**config.mk**
```make
export PLATFORM = sky130hd
export DESIGN_NAME = tl_phase_scheduler
export DESIGN_NICKNAME = d
export VERILOG_FILES = /design/src/rtl/tl_pkg.sv /design/src/rtl/tl_phase_timer.sv /design/src/rtl/tl_phase_scheduler.sv
export SDC_FILE = /design/constraint.sdc
export NUM_CORES = 1
export LEC_CHECK = 0
export CAP_MARGIN = 20
export CORE_MARGIN = 1.5
export CORE_UTILIZATION = 54
export CTS_CLUSTER_DIAMETER = 100
export DETAILED_ROUTE_END_ITERATION = 8
export PLACE_DENSITY = 0.92
export SKIP_LAST_GASP = 1
export SYNTH_ARGS = -nofsm -noshare
export SYNTH_HDL_FRONTEND = slang
export SYNTH_SLANG_ARGS = --single-unit
```
**constraint.sdc**
```tcl
create_clock -name clk -period 4.8 [get_ports clk]
set_input_delay 0.96 -clock clk [delete_from_list [all_inputs] [get_ports clk]]
set_output_delay 0.96 -clock clk [all_outputs]
set_load 0.03 [all_outputs]
```
**src/rtl/tl_pkg.sv**
```systemverilog
// Shared phase encodings, light codes and timing defaults for the
// two-street traffic-light phase scheduler.
package tl_pkg;

    typedef enum logic [2:0] {
        A_GO   = 3'b000,
        A_YEL  = 3'b001,
        AL_GO  = 3'b010,
        AL_YEL = 3'b011,
        B_GO   = 3'b100,
        B_YEL  = 3'b101,
        BL_GO  = 3'b110,
        BL_YEL = 3'b111
    } phase_t;

    typedef enum logic [1:0] {
        LT_GREEN  = 2'b00,
        LT_YELLOW = 2'b01,
        LT_RED    = 2'b10,
        LT_LEFT   = 2'b11
    } light_t;

    localparam int YELLOW_CYC_DEF = 3;
    localparam int MIN_GREEN_DEF  = 4;
    localparam int MAX_GREEN_DEF  = 12;
    localparam int TIMER_W        = 5;

    // Returns {La, Lb}; every phase keeps at least one street red.
    function automatic logic [3:0] phase_lights(phase_t p);
        logic [3:0] l;
        l = {LT_GREEN, LT_RED};
        case (p)
            A_GO:    l = {LT_GREEN,  LT_RED};
            A_YEL:   l = {LT_YELLOW, LT_RED};
            AL_GO:   l = {LT_LEFT,   LT_RED};
            AL_YEL:  l = {LT_YELLOW, LT_RED};
            B_GO:    l = {LT_RED,    LT_GREEN};
            B_YEL:   l = {LT_RED,    LT_YELLOW};
            BL_GO:   l = {LT_RED,    LT_LEFT};
            BL_YEL:  l = {LT_RED,    LT_YELLOW};
            default: l = {LT_GREEN,  LT_RED};
        endcase
        return l;
    endfunction

endpackage

```
**src/rtl/tl_phase_timer.sv**
```systemverilog
// Per-phase cycle counter: synchronous clear, count enable, saturates at
// the top of its 5-bit range.
module tl_phase_timer
    import tl_pkg::*;
(
    input  logic               clk,
    input  logic               reset,
    input  logic               clear,
    input  logic               enable,
    output logic [TIMER_W-1:0] count
);

    localparam logic [TIMER_W-1:0] COUNT_MAX = '1;

    always_ff @(posedge clk or posedge reset) begin
        if (reset) begin
            count <= '0;
        end else if (clear) begin
            count <= '0;
        end else if (enable && count != COUNT_MAX) begin
            count <= count + 1'b1;
        end
    end

endmodule

```
**src/rtl/tl_phase_scheduler.sv**
```systemverilog
// Eight-phase traffic-light scheduler: through and left-turn phases for two
// streets, sensor-extended go phases and latched left-turn requests.
module tl_phase_scheduler
    import tl_pkg::*;
#(
    parameter int YELLOW_CYC = YELLOW_CYC_DEF,
    parameter int MIN_GREEN  = MIN_GREEN_DEF,
    parameter int MAX_GREEN  = MAX_GREEN_DEF
) (
    input  logic       clk,
    input  logic       reset,
    input  logic       Ta,
    input  logic       Tb,
    input  logic       Tal,
    input  logic       Tbl,
    output logic [1:0] La,
    output logic [1:0] Lb,
    output logic [2:0] state,
    output logic       phase_start
);

    localparam logic [TIMER_W-1:0] MIN_LAST = TIMER_W'(MIN_GREEN - 1);
    localparam logic [TIMER_W-1:0] MAX_LAST = TIMER_W'(MAX_GREEN - 1);
    localparam logic [TIMER_W-1:0] YEL_LAST = TIMER_W'(YELLOW_CYC - 1);

    phase_t             phase_q, phase_d;
    logic [TIMER_W-1:0] timer;
    logic               started;
    logic               req_al, req_bl;
    logic               req_al_d, req_bl_d;
    logic               own_sensor;
    logic               leave;

    // The first edge after reset only arms the scheduler, so A_GO timing
    // starts from zero in the cycle that carries the phase_start pulse.
    tl_phase_timer u_timer (
        .clk    (clk),
        .reset  (reset),
        .clear  (!started || leave),
        .enable (1'b1),
        .count  (timer)
    );

    always_comb begin
        phase_d    = phase_q;
        leave      = 1'b0;
        own_sensor = 1'b0;
        req_al_d   = req_al;
        req_bl_d   = req_bl;

        case (phase_q)
            A_GO:    own_sensor = Ta;
            AL_GO:   own_sensor = Tal;
            B_GO:    own_sensor = Tb;
            BL_GO:   own_sensor = Tbl;
            default: own_sensor = 1'b0;
        endcase

        if (started) begin
            if (!phase_q[0]) begin
                leave = (timer >= MIN_LAST) && (!own_sensor || timer >= MAX_LAST);
            end else begin
                leave = (timer == YEL_LAST);
            end
        end

        if (leave) begin
            case (phase_q)
                A_GO:    phase_d = A_YEL;
                A_YEL:   phase_d = req_al ? AL_GO : B_GO;
                AL_GO:   phase_d = AL_YEL;
                AL_YEL:  phase_d = B_GO;
                B_GO:    phase_d = B_YEL;
                B_YEL:   phase_d = req_bl ? BL_GO : A_GO;
                BL_GO:   phase_d = BL_YEL;
                BL_YEL:  phase_d = A_GO;
                default: phase_d = A_GO;
            endcase
        end

        // Entering the left phase consumes the request even if the sensor
        // is still high on that same edge.
        if (leave && phase_d == AL_GO) begin
            req_al_d = 1'b0;
        end else if (Tal && phase_q != AL_GO) begin
            req_al_d = 1'b1;
        end

        if (leave && phase_d == BL_GO) begin
            req_bl_d = 1'b0;
        end else if (Tbl && phase_q != BL_GO) begin
            req_bl_d = 1'b1;
        end
    end

    always_ff @(posedge clk or posedge reset) begin
        if (reset) begin
            phase_q     <= A_GO;
            started     <= 1'b0;
            req_al      <= 1'b0;
            req_bl      <= 1'b0;
            La          <= LT_GREEN;
            Lb          <= LT_RED;
            phase_start <= 1'b0;
        end else begin
            phase_q     <= phase_d;
            started     <= 1'b1;
            req_al      <= req_al_d;
            req_bl      <= req_bl_d;
            {La, Lb}    <= phase_lights(phase_d);
            phase_start <= !started || leave;
        end
    end

    assign state = phase_q;

endmodule
```
==> results of run 1 <==
==> worst paths after layout <==
path	from	to	slack, ps	cells after the start
max reg2reg	u_timer.count[0]	Lb[0]	3000	5
min reg2reg	req_al	req_al	570	2
max	state[2]	state[2]	2230	1
min	req_al	req_al	570	2
min in group asynchronous	reset	Lb[0]	1030	2
max in group asynchronous	reset	state[1]	3390	2
==> kinds of logic (layout without fill, tap and decap cells) <==
| family | Yosys count | in the layout | synth area share |
|---|---|---|---|
| AO/OA/AOI/OAI | 20 | 20 | 0.176 |
| buffers and inverters | 7 | 22 | 0.0308 |
| adder cells (fa/ha/maj) | 3 | 3 | 0.0441 |
| XOR/XNOR | 3 | 3 | 0.0308 |
| other | 1 | 1 | 0.00440 |
| flip-flops | 16 | 16 | 0.471 |
| multiplexers | 3 | 3 | 0.0514 |
| AND/OR/NAND/NOR | 31 | 31 | 0.191 |
==> worst register-to-register path, stage by stage, from the launching register on <==
cell and delay [ps]:
dfrtp_1 450, ha_1 270, a211oi_1 360, o211a_2 290
o21ai_1 120, and3_1 210
==> area by class of cell <==
type                            count  area [sq um]  share of cell area
Timing Repair Buffer               13           130               0.126
Multi-Input combinational cell     61           424               0.411
Sequential cell                    16           402               0.390
Clock buffer                        4          36.3              0.0352
Tap cell                           16          20.0              0.0194
Inverter                            5          18.8              0.0182
==> registers in the layout, indices dropped and copies added, names as in the netlist <==
signal / count
La: 2
Lb: 2
phase_start: 1
req_al: 1
req_bl: 1
started: 1
state: 3
u_timer.count: 5
==> cell usage after synthesis, types with 2 or more instances <==
master	instances
nor2b_1	2
dfrtp_1	15
ha_1	3
nor2_1	12
and3_1	3
nand2_1	3
a21oi_1	5
clkbuf_1	2
o21ai_0	4
xnor2_1	2
or3_1	2
and2_1	2
inv_1	5
==> power breakdown <==
| group | switching, mW | internal, mW |
|---|---|---|
| Sequential | 0.0511 | 0.179 |
| Clock | 0.0411 | 0.0463 |
| Combinational | 0.155 | 0.127 |
| Total | 0.247 | 0.351 |
==> metal layers <==
metal | GRT usage | part of all wire | up-vias
li1 | - | - | 328
met1 | 0.291 | 0.42 | 327
met2 | 0.342 | 0.50 | 27
met3 | 0.0255 | 0.051 | 5
met4 | 0.113 | 0.026 | 0
met5 | 0 | 0 | -
==> stage by stage <==
step / hold slack [ps] / setup WS, ps
2_1_floorplan: 505 / 2820
6_report: 567 / 2230
4_1_cts: 575 / 2230
3_3_place_gp: 553 / 2320
3_5_place_dp: 550 / 2270
5_1_grt: 619 / 2180
==> key figures, run 1 <==
Finish
  • Utilization of the core after routing: 0.692
  • Filler instances: 115
  • Fraction of layout instances using a drive strength above 1: 0.121
  • Commonest non-fill, non-tap cells in the layout: 15 x dfrtp_1, 13 x clkdlybuf4s50_1, 12 x nor2_1, 5 x inv_1, 5 x a21oi_1
  • Finished layout cell area: 1030 sq um
  • Commonest non-fill, non-tap cell in the layout: dfrtp_1
  • # diodes: 0
  • Final net count: 109
  • Final non-filler cell total: 115
  • Syn-to-layout area delta: 21.0%

Floorplanning
  • Site row count: 14
  • Width of the die: roughly 43 um
  • Initial core utilization: 0.572
  • Area of the core: 1490 sq um
  • Number of I/O pins: 14
  • Die area: roughly 1800 sq um
  • Die span in y: ~43 um

Critical path
  • Crit-path slowest cell: clkdlybuf4s50_1
  • Worst Setup End Kind: primary output
  • Crit path required time: 3840 ps
  • Maximum fanout encountered on the critical timing path: 14
  • Worst path bufs/invs: 1
  • Largest stage delay on the critical path: 750 ps
  • Top delay family on crit path: buffers and inverters
  • Endpoint arrival time on the critical path: 1610 ps
  • Startpoint type of the worst setup path: flop
  • Worst Setup Path Type: flop to primary output
  • Crit-path cells: clkdlybuf4s50_1

Synth
  • Dominant cell type by area after synthesis: dfrtp_1
  • Yosys warnings: 0
  • Dominant synthesized flop cell: dfrtp_1
  • Synth cell types: 37
  • Number of enable flip-flop cells after synthesis: 0
  • #FFs+latches synth: 16
  • Per-instance average area after synthesis: 10.1 sq um
  • Async set-reset flop share out of synthesis: 1.00
  • Ranking of synthesized cells by area: dfrtp_1 44%, nor2_1 5.3%, ha_1 4.4%
  • Share of synthesized area occupied by flip-flops and latches: 0.471
  • Gate count of the mapped netlist: 84
  • Synthesized area: 852 sq um
  • Yosys top cell area share: 0.441
  • Total nets after synthesis: 93

Clocking
  • Number of H-tree levels: 1
  • Skew-Pair Late Insertion Delay: 290 ps
  • CTS clock-pin slew for the worst setup and hold paths: around 80 ps
  • Total of hold buffers inserted after clock tree synthesis: 0
  • # resized after CTS: 0
  • Post-CTS setup buffer count: 0
  • Clock sink count: 16
  • Number of clock buffers inserted by TritonCTS: 3
  • TritonCTS clock tree: yes
  • Clock tree root driver cell: clkbuf_4
  • Clock buffer depth: 2

Pwr
  • Pwr Density: between 500 and 600 nW/um^2
  • VDD IR max: 335 uV
  • Static leakage: 0.448 nW
  • Power consumption: 0.599 mW

Min path
  • Hold WC Path Type: flop to flop

Global routing
  • GRT Resource Usage Total: 0.216
  • Initial antenna violation count: 0
  • First-pass GRT wire length: ~2800 um
  • Vias in the first global route: 636
  • Maximum number of pins on one net before global-route repair: 17
  • Total global routing overflow: 0

Timing
  • Final-report max-slew violation count: 0
  • Hold Fails Final Rpt: 0
  • Slew of the pin with the lowest slew margin: between 500 and 600 ps
  • Maximum achievable frequency: 0.390 GHz
  • Fin crit share: 0.535
  • Setup Viol. Count Final: 0
  • Min Tclk post-route: 2570 ps
  • Final worst clock skew: 4.40 ps
  • Slew HR: 0.609
  • Summed negative setup slack over all endpoints: 0 ps
  • Unrepaired setup endpoints after global routing: no

Place
  • Instance area after placement: 995 sq um
  • HPWL after detailed placement: 1180 um
  • Placed cell count: 111
  • Global placer's final weighted congestion: 0.834
  • IO buf count: 13

Routing
  • Vias per inst: around 6
  • Routed len/inst: 14.0 um
  • Drt first-iter violations: 25
  • Total wirelength of the detailed-routed design: approximately 1600 um
  • Detailed-route via count: 687
  • Count of nets left with antenna violations after detail routing: 0
  • Total iterations of the first detailed-routing run: 4
  • Count of unresolved DRC violations after routing: 0

Status
  • Run status: complete, no violations

Job
  • Max Cap Violations: 0
Power figures use the tool's default switching activity.
==> run 2: changes to the inputs <==
--- a/config.mk
+++ b/config.mk
@@ -7,10 +7,10 @@
 export LEC_CHECK = 0
 export CAP_MARGIN = 20
 export CORE_MARGIN = 1.5
-export CORE_UTILIZATION = 54
+export CORE_UTILIZATION = 46
 export CTS_CLUSTER_DIAMETER = 100
 export DETAILED_ROUTE_END_ITERATION = 8
-export PLACE_DENSITY = 0.92
+export PLACE_DENSITY = 0.84
 export SKIP_LAST_GASP = 1
 export SYNTH_ARGS = -nofsm -noshare
 export SYNTH_HDL_FRONTEND = slang
==> constraint.sdc (replaced) <==
create_clock -name clk -period 2.2 [get_ports clk]
set_input_delay 0.44 -clock clk [delete_from_list [all_inputs] [get_ports clk]]
set_output_delay 0.44 -clock clk [all_outputs]
set_load 0.03 [all_outputs]
==> key figures, run 2 (same netlist as run 1, synthesis figures left out) <==
Status
  • Run status: complete, no violations

Global routing
  • Total global routing overflow: 0 (unchanged)
  • Fraction of met1 tracks used by global routing: 0.236 (-0.0551)
  • Maximum number of pins on one net before global-route repair: 17 (unchanged)
  • GRT met3 Usage: 0.0357 (+0.0102)
  • Met2 layer usage reported by global route: 0.264 (-0.0785)
  • Busiest layer in global routing: met2
  • Initial antenna violation count: 0 (unchanged)
  • First-pass GRT wire length: 2570 um (-9.5%)
  • Vias in the first global route: 597 (-6.1%)
  • GRT Resource Usage Total: 0.175 (-0.0415)

Clocking
  • CTS clock-pin slew for the worst setup and hold paths: 90 ps (about the same)
  • Post-CTS setup buffer count: 0 (unchanged)
  • Number of H-tree levels: 1 (unchanged)
  • Total of hold buffers inserted after clock tree synthesis: 0 (unchanged)
  • Skew-Pair Late Insertion Delay: 290 ps (about the same)
  • Clock tree root driver cell: clkbuf_4
  • Number of clock buffers inserted by TritonCTS: 3 (unchanged)
  • TritonCTS clock tree: yes
  • # resized after CTS: 0 (unchanged)
  • Clock buffer depth: 2 (unchanged)
  • Clock sink count: 16 (unchanged)

Pwr
  • Pwr Density: 1250 nW/um^2 (+120%)
  • VDD IR max: 577 uV (+72%)
  • Static leakage: 0.448 nW (unchanged)

Timing
  • Unrepaired setup endpoints after global routing: no
  • Slew of the pin with the lowest slew margin: 576 ps (-10.0 ps)
  • Summed negative setup slack over all endpoints: 0 ps (unchanged)
  • Worst path setup slack after routing: 164 ps (-2070 ps)
  • Final-report max-slew violation count: 0 (unchanged)
  • Hold Fails Final Rpt: 0 (unchanged)
  • Slew HR: 0.616 (+0.00668)
  • Min Tclk post-route: 2040 ps
  • Final worst clock skew: 4.03 ps (-0.374 ps)
  • Fin crit share: 0.926
  • Setup Viol. Count Final: 0 (unchanged)
  • Maximum achievable frequency: 0.491 GHz

Routing
  • Total iterations of the first detailed-routing run: 4 (unchanged)
  • Count of unresolved DRC violations after routing: 0 (unchanged)
  • Vias per inst: 5.45 (-8.7%)
  • Routed len/inst: 12.9 um (-7.9%)
  • Count of nets left with antenna violations after detail routing: 0 (unchanged)
  • Total wirelength of the detailed-routed design: 1590 um (-0.69%)
  • Drt first-iter violations: 36 (+44%)
  • Detailed-route via count: 676 (-1.6%)

Floorplanning
  • Width of the die: 46.0 um (+7.8%)
  • Initial core utilization: 0.493 (-0.0788)
  • Die area: 2120 sq um (+16%)
  • Area of the core: 1730 sq um (+16%)
  • Number of I/O pins: 14 (unchanged)
  • Site row count: 15 (+1)
  • Die span in y: 46.0 um (+7.8%)

Place
  • IO buf count: 13 (unchanged)
  • Post-Place Setup Slack: 182 ps (-2080 ps)
  • Global placer's final weighted congestion: 0.853 (+2.3%)
  • HPWL after detailed placement: 1170 um (-0.71%)

Critical path
  • Largest stage delay on the critical path: 740 ps (about the same)
  • Top delay family on crit path: buffers and inverters
  • Startpoint type of the worst setup path: flop
  • Crit path required time: 1760 ps (-2080 ps)
  • Crit-path slowest cell: clkdlybuf4s50_1
  • Maximum fanout encountered on the critical timing path: 14 (unchanged)
  • Worst Setup End Kind: primary output
  • Endpoint arrival time on the critical path: 1600 ps (about the same)
  • Crit-path cells: clkdlybuf4s50_1
  • Worst Setup Path Type: flop to primary output
  • Worst path bufs/invs: 1 (unchanged)

Finish
  • Flip-flop count of the largest register, all copies and words added: 5 (unchanged)
  • Syn-to-layout area delta: 22.3%
  • Fraction of layout instances using a drive strength above 1: 0.121 (unchanged)
  • Commonest non-fill, non-tap cell in the layout: dfrtp_1
  • Filler instances: 146 (+27%)
  • Final net count: 109 (unchanged)
  • Commonest non-fill, non-tap cells in the layout: 15 x dfrtp_1, 13 x clkdlybuf4s50_1, 12 x nor2_1, 5 x inv_1, 5 x a21oi_1
  • Utilization of the core after routing: 0.604 (-0.0888)
  • Top reg by flops: u_timer.count
  • # diodes: 0 (unchanged)

Job
  • Max Cap Violations: 0 (unchanged)

Min path
  • Hold WC Path Type: input pin to async pin
## run 2: power by group
part | internal [mW] | total [mW] | leakage [nW] | switching [mW]
clock network | 0.101 | 0.195 | 0.0210 | 0.0940
logic | 0.275 | 0.608 | 0.233 | 0.333
registers | 0.389 | 0.501 | 0.194 | 0.111
## run 2: area by class of cell
type,count,area [sq um],area share
clock buffers,4,36.3,0.0348
inverters,5,18.8,0.0180
multi-input cells,61,424,0.407
flip-flops and latches,16,402,0.385
well taps,25,31.3,0.0300
repair buffers,13,130,0.125
## run 2: metal layers
metal / vias up / part of all wire
li1: 328 / -
met1: 319 / 0.44
met2: 25 / 0.48
met3: 4 / 0.059
met4: 0 / 0.019
met5: - / 0
## run 2: worst register-to-register path, stage by stage, from the launching register on
cell      delay, ps
dfrtp_1         450
ha_1            270
a211oi_1        310
o211ai_1        130
a311o_1         370
o21ai_0         100
## run 2: per-stage QoR
| stage | power [mW] | hold WS (ps) | std cells | cell area (sq um) |
|---|---|---|---|---|
| global placement | 1.10 | 548 | 120 | 1010 |
| finish | 1.30 | 497 | 124 | 1040 |
| detailed placement | 1.11 | 557 | 120 | 1010 |
| floorplan | 0.907 | 353 | 84 | 852 |
| global route | 1.39 | 579 | 124 | 1040 |
| CTS | 1.31 | 517 | 124 | 1040 |
## run 2: worst paths after layout
path	start	end	slack, ps	cells after the start
min in group clk	req_al	req_al	560	2
worst max register to register	u_timer.count[0]	Lb[1]	490	5
worst min-delay path	reset	u_timer.count[4]	500	2
worst max-delay path	state[2]	state[2]	160	1
max in group asynchronous	reset	req_al	1320	2
worst min register to register	req_al	req_al	560	2
==> run 3: changes to the inputs <==
--- a/config.mk
+++ b/config.mk
@@ -7,10 +7,11 @@
 export LEC_CHECK = 0
 export CAP_MARGIN = 20
 export CORE_MARGIN = 1.5
-export CORE_UTILIZATION = 46
+export CORE_UTILIZATION = 45
+export CTS_BUF_LIST = sky130_fd_sc_hd__clkbuf_16
 export CTS_CLUSTER_DIAMETER = 100
 export DETAILED_ROUTE_END_ITERATION = 8
-export PLACE_DENSITY = 0.84
+export PLACE_DENSITY = 0.83
 export SKIP_LAST_GASP = 1
 export SYNTH_ARGS = -nofsm -noshare
 export SYNTH_HDL_FRONTEND = slang
==> key figures, run 3 (same netlist as run 1, synthesis figures left out) <==
Status
  • Run status: complete, no violations

Routing
  • Count of nets left with antenna violations after detail routing: 0 (unchanged)
  • Total iterations of the first detailed-routing run: 4 (unchanged)
  • Drt first-iter violations: 15 (-58%)
  • Detailed-route via count: 689 (+1.9%)
  • Total wirelength of the detailed-routed design: 1740 um (+8.8%)
  • Vias per inst: 5.51 (+1.1%)
  • Count of unresolved DRC violations after routing: 0 (unchanged)
  • Routed len/inst: 13.9 um (+8.0%)

Timing
  • Unrepaired setup endpoints after global routing: no
  • Slew HR: 0.614 (-0.00172)
  • Final-report max-slew violation count: 0 (unchanged)
  • Setup Viol. Count Final: 0 (unchanged)
  • Maximum achievable frequency: 0.518 GHz (+5.4%)
  • Min Tclk post-route: 1930 ps (-104 ps)
  • Fin crit share: 0.878 (-0.0473)
  • Final worst clock skew: 3.03 ps (-0.999 ps)
  • WHS: 561 ps (+63.6 ps)
  • Slew of the pin with the lowest slew margin: 579 ps (+2.57 ps)
  • Hold Fails Final Rpt: 0 (unchanged)
  • Summed negative setup slack over all endpoints: 0 ps (unchanged)
  • Worst path setup slack after routing: 268 ps (+104 ps)

Place
  • Instance area after placement: 1010 sq um (+0.75%)
  • Global placer's final weighted congestion: 0.807 (-5.5%)
  • IO buf count: 13 (unchanged)
  • Post-Place Setup Slack: 188 ps (+6.45 ps)
  • Placed cell count: 121 (+0.83%)
  • HPWL after detailed placement: 1180 um (+1.2%)

Finish
  • Final non-filler cell total: 125 (+0.81%)
  • Finished layout cell area: 1090 sq um (+4.8%)
  • Top reg by flops: u_timer.count
  • Commonest non-fill, non-tap cell in the layout: dfrtp_1
  • Final net count: 110 (+0.92%)
  • Fraction of layout instances using a drive strength above 1: 0.120 (-0.00121)
  • Syn-to-layout area delta: 28.2%
  • Commonest non-fill, non-tap cells in the layout: 15 x dfrtp_1, 13 x clkdlybuf4s50_1, 12 x nor2_1, 5 x inv_1, 5 x a21oi_1
  • Utilization of the core after routing: 0.626 (+0.0222)
  • Flip-flop count of the largest register, all copies and words added: 5 (unchanged)
  • # diodes: 0 (unchanged)

Critical path
  • Worst setup startpoint: state[0]
  • Maximum fanout encountered on the critical timing path: 10 (-4)
  • Termination of the worst setup path: state[0]
  • Capture instance of the worst register-to-register path: u_timer.count[3]
  • Worst Setup End Kind: primary output
  • Worst path bufs/invs: 1 (unchanged)
  • Setup slack of the worst register-to-register path: 450 ps (-40 ps)
  • Number of logic stages on the critical path including buffering: 1 (unchanged)
  • Startpoint type of the worst setup path: flop
  • Endpoint arrival time on the critical path: 1490 ps (-110 ps)
  • Top delay family on crit path: buffers and inverters
  • Number of cells traversed by the worst register-to-register path: 6 (+1)
  • Reg2Reg Launch Point: u_timer.count[0]
  • Worst Setup Path Type: flop to primary output
  • Largest stage delay on the critical path: 730 ps (about the same)
  • Crit-path cells: clkdlybuf4s50_1
  • Crit path required time: 1760 ps (about the same)
  • Crit-path slowest cell: clkdlybuf4s50_1

Clocking
  • Number of clock buffers inserted by TritonCTS: 3 (unchanged)
  • Clock tree root driver cell: clkbuf_16
  • CTS clock-pin slew for the worst setup and hold paths: 50 ps (-40 ps)
  • Total of hold buffers inserted after clock tree synthesis: 0 (unchanged)
  • Number of H-tree levels: 1 (unchanged)
  • Clock sink count: 16 (unchanged)
  • # resized after CTS: 0 (unchanged)
  • TritonCTS clock tree: yes
  • Skew-Pair Late Insertion Delay: 250 ps (-40 ps)
  • Post-CTS setup buffer count: 0 (unchanged)
  • Clock buffer depth: 2 (unchanged)

Pwr
  • Static leakage: 0.471 nW (+5.1%)
  • Pwr Density: 1360 nW/um^2 (+9.0%)
  • VDD IR max: 539 uV (-6.7%)
  • Power consumption: 1.49 mW (+14%)

Floorplanning
  • Die area: 2160 sq um (+2.1%)
  • Number of I/O pins: 14 (unchanged)
  • Initial core utilization: 0.488 (-0.00531)
  • Site row count: 15 (unchanged)
  • Width of the die: 46.5 um (+1.0%)
  • Area of the core: 1750 sq um (+1.1%)
  • Die span in y: 46.5 um (+1.0%)

Min path
  • Hold WC Path Type: input pin to async pin

Global routing
  • First-pass GRT wire length: 2750 um (+7.0%)
  • Total global routing overflow: 0 (unchanged)
  • Vias in the first global route: 599 (+0.34%)
  • Maximum number of pins on one net before global-route repair: 17 (unchanged)
  • GRT Resource Usage Total: 0.189 (+0.0140)
  • Initial antenna violation count: 0 (unchanged)

Job
  • Max Cap Violations: 0 (unchanged)
run 3: cell types whose count changed in the layout (fill, tap and decap cells not counted):
cell       before  now
clkbuf_16       0    3
clkbuf_4        3    0
buf_4           0    1
clkbuf_8        1    0
clkinv_1        0    1
run 3: metal layers:
layer  vias up  GRT usage  part of all wire  routed length (um)
li1        326          -                 -                   -
met1       329      0.247              0.43                 749
met2        29      0.292              0.50                 860
met3         5     0.0235             0.048                  83
met4         0      0.120             0.024                  41
met5         -          0                 0                   0
run 3: report_power, final:
part / leakage, nW / switching (mW) / internal (mW)
clock: 0.0385 / 0.111 / 0.241
sequential: 0.194 / 0.0847 / 0.391
combinational: 0.239 / 0.374 / 0.287
total: 0.471 / 0.570 / 0.920
run 3: layout make-up:
cell class / count / area, sq um
Clock buffer: 3 / 75.1
Sequential cell: 16 / 402
Timing Repair Buffer: 14 / 138
Clock inverter: 1 / 3.75
Tap cell: 25 / 31.3
Fill cell: 137 / 653
Multi-Input combinational cell: 61 / 424
Inverter: 5 / 18.8
run 3: worst min-delay path by stage:
stage                     endpoint  slack [ps]  depth (start not counted)
after floorplan              La[0]         350                          1
after global placement      req_bl         540                          2
after detailed placement    req_bl         560                          2
after CTS                   req_bl         570                          2
after global routing        req_bl         610                          2
final                     state[0]         560                          2
run 3: worst register-to-register path: cells and delay by family (launching register included):
kind,cells,cell delay [ps]
fa+ha+maj,2,540
flops,1,440
xor+xnor,1,160
simple gates,3,500
